===== src/rtl/mips_pkg.sv =====
// Shared constants and state encodings for the MIPS32 front-end pipeline stages.
package mips_pkg;

    localparam logic [31:0] MIPS_NOP    = 32'h0000_0000;
    localparam int          PC_STEP_DEF = 4;
    localparam int          MEM_AW_DEF  = 10;

    // Entries owned by the IF/ID stage: OUT + SKID + in-flight fetch.
    typedef enum logic [1:0] {
        OCC_EMPTY = 2'd0,
        OCC_HALF  = 2'd1,
        OCC_FULL  = 2'd2
    } occ_e;

endpackage


===== src/rtl/if_id_skid.sv =====
// Two-entry {pc, inst} FIFO (OUT register + SKID register) with the stage occupancy FSM
// that also counts the fetch still in flight in the instruction memory.
module if_id_skid
    import mips_pkg::*;
#(
    parameter int ADDR_W = 32,
    parameter int INST_W = 32
) (
    input  logic              clk,
    input  logic              rst,
    input  logic              flush_i,
    input  logic              fetch_i,
    input  logic              push_i,
    input  logic [ADDR_W-1:0] push_pc_i,
    input  logic [INST_W-1:0] push_inst_i,
    input  logic              pop_ready_i,
    output logic              ready_o,
    output logic              out_valid_o,
    output logic [ADDR_W-1:0] out_pc_o,
    output logic [INST_W-1:0] out_inst_o
);

    occ_e              occ_q, occ_d;
    logic              out_valid_q, out_valid_d;
    logic [ADDR_W-1:0] out_pc_q, out_pc_d;
    logic [INST_W-1:0] out_inst_q, out_inst_d;
    logic              skid_valid_q, skid_valid_d;
    logic [ADDR_W-1:0] skid_pc_q, skid_pc_d;
    logic [INST_W-1:0] skid_inst_q, skid_inst_d;
    logic              pop;

    assign pop = out_valid_q & pop_ready_i;

    always_comb begin
        // NOTE: every combinational output gets a default first so no path infers a latch.
        occ_d        = occ_q;
        out_valid_d  = out_valid_q;
        out_pc_d     = out_pc_q;
        out_inst_d   = out_inst_q;
        skid_valid_d = skid_valid_q;
        skid_pc_d    = skid_pc_q;
        skid_inst_d  = skid_inst_q;
        ready_o      = ~flush_i & ((occ_q != OCC_FULL) | (out_valid_q & pop_ready_i & ~skid_valid_q));

        if (flush_i) begin
            // Payload registers keep their last value so decode sees stable id_pc/id_inst.
            occ_d        = OCC_EMPTY;
            out_valid_d  = 1'b0;
            skid_valid_d = 1'b0;
        end else begin
            unique case ({fetch_i, pop})
                2'b10:   occ_d = (occ_q == OCC_EMPTY) ? OCC_HALF : OCC_FULL;
                2'b01:   occ_d = (occ_q == OCC_FULL) ? OCC_HALF : OCC_EMPTY;
                default: occ_d = occ_q;
            endcase

            if (pop) begin
                if (skid_valid_q) begin
                    out_pc_d     = skid_pc_q;
                    out_inst_d   = skid_inst_q;
                    skid_valid_d = 1'b0;
                end else if (push_i) begin
                    out_pc_d   = push_pc_i;
                    out_inst_d = push_inst_i;
                end else begin
                    out_valid_d = 1'b0;
                end
            end else if (push_i) begin
                if (!out_valid_q) begin
                    out_valid_d = 1'b1;
                    out_pc_d    = push_pc_i;
                    out_inst_d  = push_inst_i;
                end else begin
                    skid_valid_d = 1'b1;
                    skid_pc_d    = push_pc_i;
                    skid_inst_d  = push_inst_i;
                end
            end
        end
    end

    // NOTE: payload registers are reset too, because decode must see pc=0 / NOP out of reset.
    always_ff @(posedge clk or negedge rst) begin
        if (!rst) begin
            occ_q        <= OCC_EMPTY;
            out_valid_q  <= 1'b0;
            out_pc_q     <= '0;
            out_inst_q   <= INST_W'(MIPS_NOP);
            skid_valid_q <= 1'b0;
            skid_pc_q    <= '0;
            skid_inst_q  <= INST_W'(MIPS_NOP);
        end else begin
            // NOTE: non-blocking assignments so every register samples pre-edge values.
            occ_q        <= occ_d;
            out_valid_q  <= out_valid_d;
            out_pc_q     <= out_pc_d;
            out_inst_q   <= out_inst_d;
            skid_valid_q <= skid_valid_d;
            skid_pc_q    <= skid_pc_d;
            skid_inst_q  <= skid_inst_d;
        end
    end

    assign out_valid_o = out_valid_q;
    assign out_pc_o    = out_pc_q;
    assign out_inst_o  = out_inst_q;

endmodule


===== src/rtl/if_id_pipe.sv =====
// IF/ID pipeline stage: drives a 1-cycle synchronous imem, pairs returning data with its PC
// and presents {pc+PC_STEP, inst} to decode. Optional stall counter under IF_ID_STALL_CNT_EN.
module if_id_pipe
    import mips_pkg::*;
#(
    parameter int ADDR_W  = 32,
    parameter int INST_W  = 32,
    parameter int MEM_AW  = MEM_AW_DEF,
    parameter int PC_STEP = PC_STEP_DEF
) (
    input  logic              clk,
    input  logic              rst,
    input  logic [ADDR_W-1:0] if_pc,
    input  logic              if_valid,
    output logic              if_ready,
    output logic [MEM_AW-1:0] imem_addr,
    output logic              imem_en,
    input  logic [INST_W-1:0] imem_rdata,
    input  logic              flush,
    output logic              id_valid,
    input  logic              id_ready,
    output logic [ADDR_W-1:0] id_pc,
    output logic [INST_W-1:0] id_inst
`ifdef IF_ID_STALL_CNT_EN
    ,
    output logic [15:0]       stall_cnt
`endif
);

    logic              if_fire;
    logic              inflight_q, inflight_d;
    logic [ADDR_W-1:0] tag_q, tag_d;
    logic              unused_pc_bits;

    assign if_fire   = if_valid & if_ready & ~flush;
    assign imem_en   = if_fire;
    assign imem_addr = if_pc[MEM_AW+1:2];

    assign unused_pc_bits = ^{if_pc[ADDR_W-1:MEM_AW+2], if_pc[1:0]};

    // Clearing the in-flight flag on flush is the kill: the rdata arriving next cycle is dropped.
    assign inflight_d = if_fire;
    assign tag_d      = if_fire ? if_pc : tag_q;

    always_ff @(posedge clk or negedge rst) begin
        if (!rst) begin
            inflight_q <= 1'b0;
            tag_q      <= '0;
        end else begin
            inflight_q <= inflight_d;
            tag_q      <= tag_d;
        end
    end

    if_id_skid #(
        .ADDR_W (ADDR_W),
        .INST_W (INST_W)
    ) u_skid (
        .clk         (clk),
        .rst         (rst),
        .flush_i     (flush),
        .fetch_i     (if_fire),
        .push_i      (inflight_q),
        .push_pc_i   (tag_q + ADDR_W'(PC_STEP)),
        .push_inst_i (imem_rdata),
        .pop_ready_i (id_ready),
        .ready_o     (if_ready),
        .out_valid_o (id_valid),
        .out_pc_o    (id_pc),
        .out_inst_o  (id_inst)
    );

`ifdef IF_ID_STALL_CNT_EN
    logic [15:0] stall_cnt_q, stall_cnt_d;

    always_comb begin
        stall_cnt_d = stall_cnt_q;
        if (flush) begin
            stall_cnt_d = '0;
        end else if (id_valid && !id_ready && stall_cnt_q != 16'hFFFF) begin
            stall_cnt_d = stall_cnt_q + 16'd1;
        end
    end

    always_ff @(posedge clk or negedge rst) begin
        if (!rst) begin
            stall_cnt_q <= '0;
        end else begin
            stall_cnt_q <= stall_cnt_d;
        end
    end

    assign stall_cnt = stall_cnt_q;
`endif

endmodule

===== config.mk =====
export PLATFORM = sky130hd
export DESIGN_NAME = if_id_pipe
export DESIGN_NICKNAME = d
export VERILOG_FILES = /design/src/rtl/mips_pkg.sv /design/src/rtl/if_id_skid.sv /design/src/rtl/if_id_pipe.sv
export SDC_FILE = /design/constraint.sdc
export NUM_CORES = 1
export LEC_CHECK = 0
export CORE_ASPECT_RATIO = 0.6
export CORE_MARGIN = 2
export CORE_UTILIZATION = 51
export DETAILED_ROUTE_END_ITERATION = 8
export GPL_ROUTABILITY_DRIVEN = 0
export PLACE_DENSITY = 0.79
export SLEW_MARGIN = 20
export SYNTH_ARGS = -nofsm -noshare
export SYNTH_HDL_FRONTEND = slang
export SYNTH_SLANG_ARGS = --single-unit

===== constraint.sdc =====
create_clock -name clk -period 5.3 [get_ports clk]
set_input_delay 1.325 -clock clk [delete_from_list [all_inputs] [get_ports clk]]
set_output_delay 1.325 -clock clk [all_outputs]
set_load 0.1 [all_outputs]

==> flow_metrics.env <==
export IMPL_status="complete, no violations"
export IMPL_die_y_um=97.0
export IMPL_r2r_slack_ns=2.82
export IMPL_die_area_mm2=0.0154
export IMPL_synth_edf_count=0
export IMPL_dp_hpwl_um=12000
export IMPL_total_power_mw=4.77
export IMPL_postCtsResizedCells=0
export IMPL_hold_class="register to register"
export IMPL_via_per_inst=5.49
export IMPL_initial_core_util=0.529
export IMPL_nets=957
export IMPL_synthCells=770
export IMPL_cp_max_fo=8
export IMPL_skew_ns=0.00923
export IMPL_ys_seq_elements=165
export IMPL_ys_top_cells_by_area="dfrtp_1 56%, nand2_1 11%, mux2_2 4.4%"
export IMPL_setup_slack_ns=0.990
export IMPL_post_cts_buffers=0
export IMPL_ios=146
export IMPL_p_per_area_mw_per_mm2=506
export IMPL_syn_area_mm2=0.00734
export IMPL_power_leakage_nw=4.15
export IMPL_yosys_area_top_type="dfrtp_1"
export IMPL_clkLatencyLatePin_ns=0.41
export IMPL_synth_avg_cell_area_um2=9.54
export IMPL_cts_sinks=165
export IMPL_arrival_ns=2.98
export IMPL_synth_common_cells="218 x nand2_1, 165 x dfrtp_1, 60 x nor2_1"
export IMPL_root_buffer="clkbuf_16"
export IMPL_finalCritPeriodShare=0.813
export IMPL_synth_warnings=0
export IMPL_port_buffers=145
export IMPL_crit_path_end_kind="output pin"
export IMPL_grt_setup_unrepaired="false"
export IMPL_ctsHoldBuffers=0
export IMPL_drc=0
export IMPL_final_setup_viol_count=0
export IMPL_ir_worst_vdd_uv=364
export IMPL_ant_nets=0
export IMPL_drt_iter0_markers=545
export IMPL_fin_setup_tns_ns=0
export IMPL_vias=5999
export IMPL_layout_drive_gt1_share=0.110
export IMPL_hold_viol_final=0
export IMPL_routed_wl_um=18000
export IMPL_yosysMostFrequentCell="nand2_1"
export IMPL_criticalPathCategory="input pin to output pin"
export IMPL_start_kind="input pin"
export IMPL_htree_num_levels=4
export IMPL_antenna_found_initial=0
export IMPL_relSlewSlack=0.303
export IMPL_synth_top_area_frac=0.562
export IMPL_core_area_mm2=0.0139
export IMPL_area_growth_pct=28.5
export IMPL_synth_ff_type="dfrtp_1"
export IMPL_rows=33
export IMPL_cp_required_ns=3.97
export IMPL_numCtsBuffers=17
export IMPL_fmax_mhz=232
export IMPL_grt_pass1_vias=5795
export IMPL_postSynth_asyncResetShare=1.00
export IMPL_routedWlPerCell_um=16.5
export IMPL_syn_num_nets=840
export IMPL_synthDistinctLibCells=43
export IMPL_track_usage=0.247
export IMPL_tritoncts="done"
export IMPL_path_clk_slew_ns=0.06
export IMPL_num_antenna_cells=0
export IMPL_period_needed_ns=4.31
export IMPL_dr_pass1_iters=5
export IMPL_grt_max_degree=96
export IMPL_drv_slew=0
export IMPL_worstMarginPinSlew_ns=1.04
export IMPL_cts_path_max_buffers=2
export IMPL_grt_pass1_wl_um=30400
export IMPL_max_cap_violations=0
export IMPL_post_place_ws_ns=1.04
export IMPL_grt_overflow_total=0
export IMPL_dieWidth_um=159
export IMPL_ys_seq_area_frac=0.562
[kinds of logic (layout without fill, tap and decap cells)]
family | Yosys count | in the layout | synth area share
AND/OR/NAND/NOR | 343 | 343 | 0.204
flip-flops | 165 | 165 | 0.562
AO/OA/AOI/OAI | 141 | 141 | 0.110
buffers and inverters | 62 | 192 | 0.0414
multiplexers | 32 | 32 | 0.0491
XOR/XNOR | 26 | 26 | 0.0310
adder cells (fa/ha/maj) | 1 | 1 | 0.00170
[final cells by class]
| type | instances | area (µm²) |
|---|---|---|
| clock buffers | 20 | 467 |
| clock inverters | 12 | 143 |
| fillers | 1115 | 4440 |
| inverters | 6 | 22.5 |
| multi-input cells | 543 | 2930 |
| flip-flops and latches | 165 | 4130 |
| well taps | 192 | 240 |
| repair buffers | 154 | 1500 |
[stage by stage]
step | instance area [µm²] | std cells | hold WS [ns] | utilization
finish | 9440 | 1092 | 0.477 | 0.680
global route | 9440 | 1092 | 0.495 | 0.680
CTS | 9440 | 1092 | 0.479 | 0.680
detailed placement | 8830 | 1060 | 0.463 | 0.636
floorplan | 7340 | 770 | 0.442 | -
global placement | 8830 | 1060 | 0.456 | 0.636
[worst paths after layout]
path                                                    startpoint                            endpoint  cells after the start
worst max-delay path                                      id_ready                             imem_en                      5
worst min register to register  u_skid.skid_inst_q[31]$_DFFE_PN0P_  u_skid.skid_inst_q[31]$_DFFE_PN0P_                      2
worst max register to register      u_skid.out_valid_o$_DFFE_PN0P_      u_skid.out_pc_o[9]$_DFFE_PN0P_                      6
min in group asynchronous                                      rst      u_skid.out_pc_o[5]$_DFFE_PN0P_                      1
worst min-delay path            u_skid.skid_inst_q[31]$_DFFE_PN0P_  u_skid.skid_inst_q[31]$_DFFE_PN0P_                      2
max in group asynchronous                                      rst                tag_q[0]$_DFFE_PN0P_                      2
[power breakdown]
| group | internal [mW] | total, mW | switching [mW] |
|---|---|---|---|
| clock network | 0.741 | 1.26 | 0.517 |
| logic | 0.461 | 1.76 | 1.30 |
| registers | 1.54 | 1.75 | 0.209 |
[flip-flops by register name (all words and copies together) (netlist names)]
| name | cells |
|---|---|
| tag_q | 32 |
| u_skid.out_inst_o | 32 |
| u_skid.out_pc_o | 32 |
| u_skid.skid_inst_q | 32 |
| u_skid.skid_pc_q | 32 |
| u_skid.occ_q | 2 |
| inflight_q | 1 |
| u_skid.out_valid_o | 1 |
| u_skid.skid_valid_q | 1 |
[worst max-delay path, stage by stage]
cell             delay (ns)
clkdlybuf4s50_1        0.67
nand2_1                0.16
o21a_1                 0.24
nor3_4                 0.35
buf_12                 0.23
[routing by layer]
layer  wire (µm)  vias up  global-route usage
li1            -     2848                   -
met1        8910     2925               0.379
met2        7810      211               0.361
met3        1160       15              0.0532
met4         149        0              0.0559
met5           0        -                   0
[cells in the final DEF, fill, tap and decap left out, types with 12 or more instances in the layout]
master	netlist	layout
nand2_1	218	218
buf_4	14	20
o22ai_1	12	12
clkbuf_16	0	17
a21oi_1	33	33
nor3_1	13	13
clkdlybuf4s50_1	0	132
xnor2_1	17	17
nor2_1	60	60
a31oi_1	36	36
o21ai_0	34	34
mux2_2	29	29
dfrtp_1	165	165
o21ai_1	12	12
nand3_1	15	14
Power figures use the tool's default switching activity.
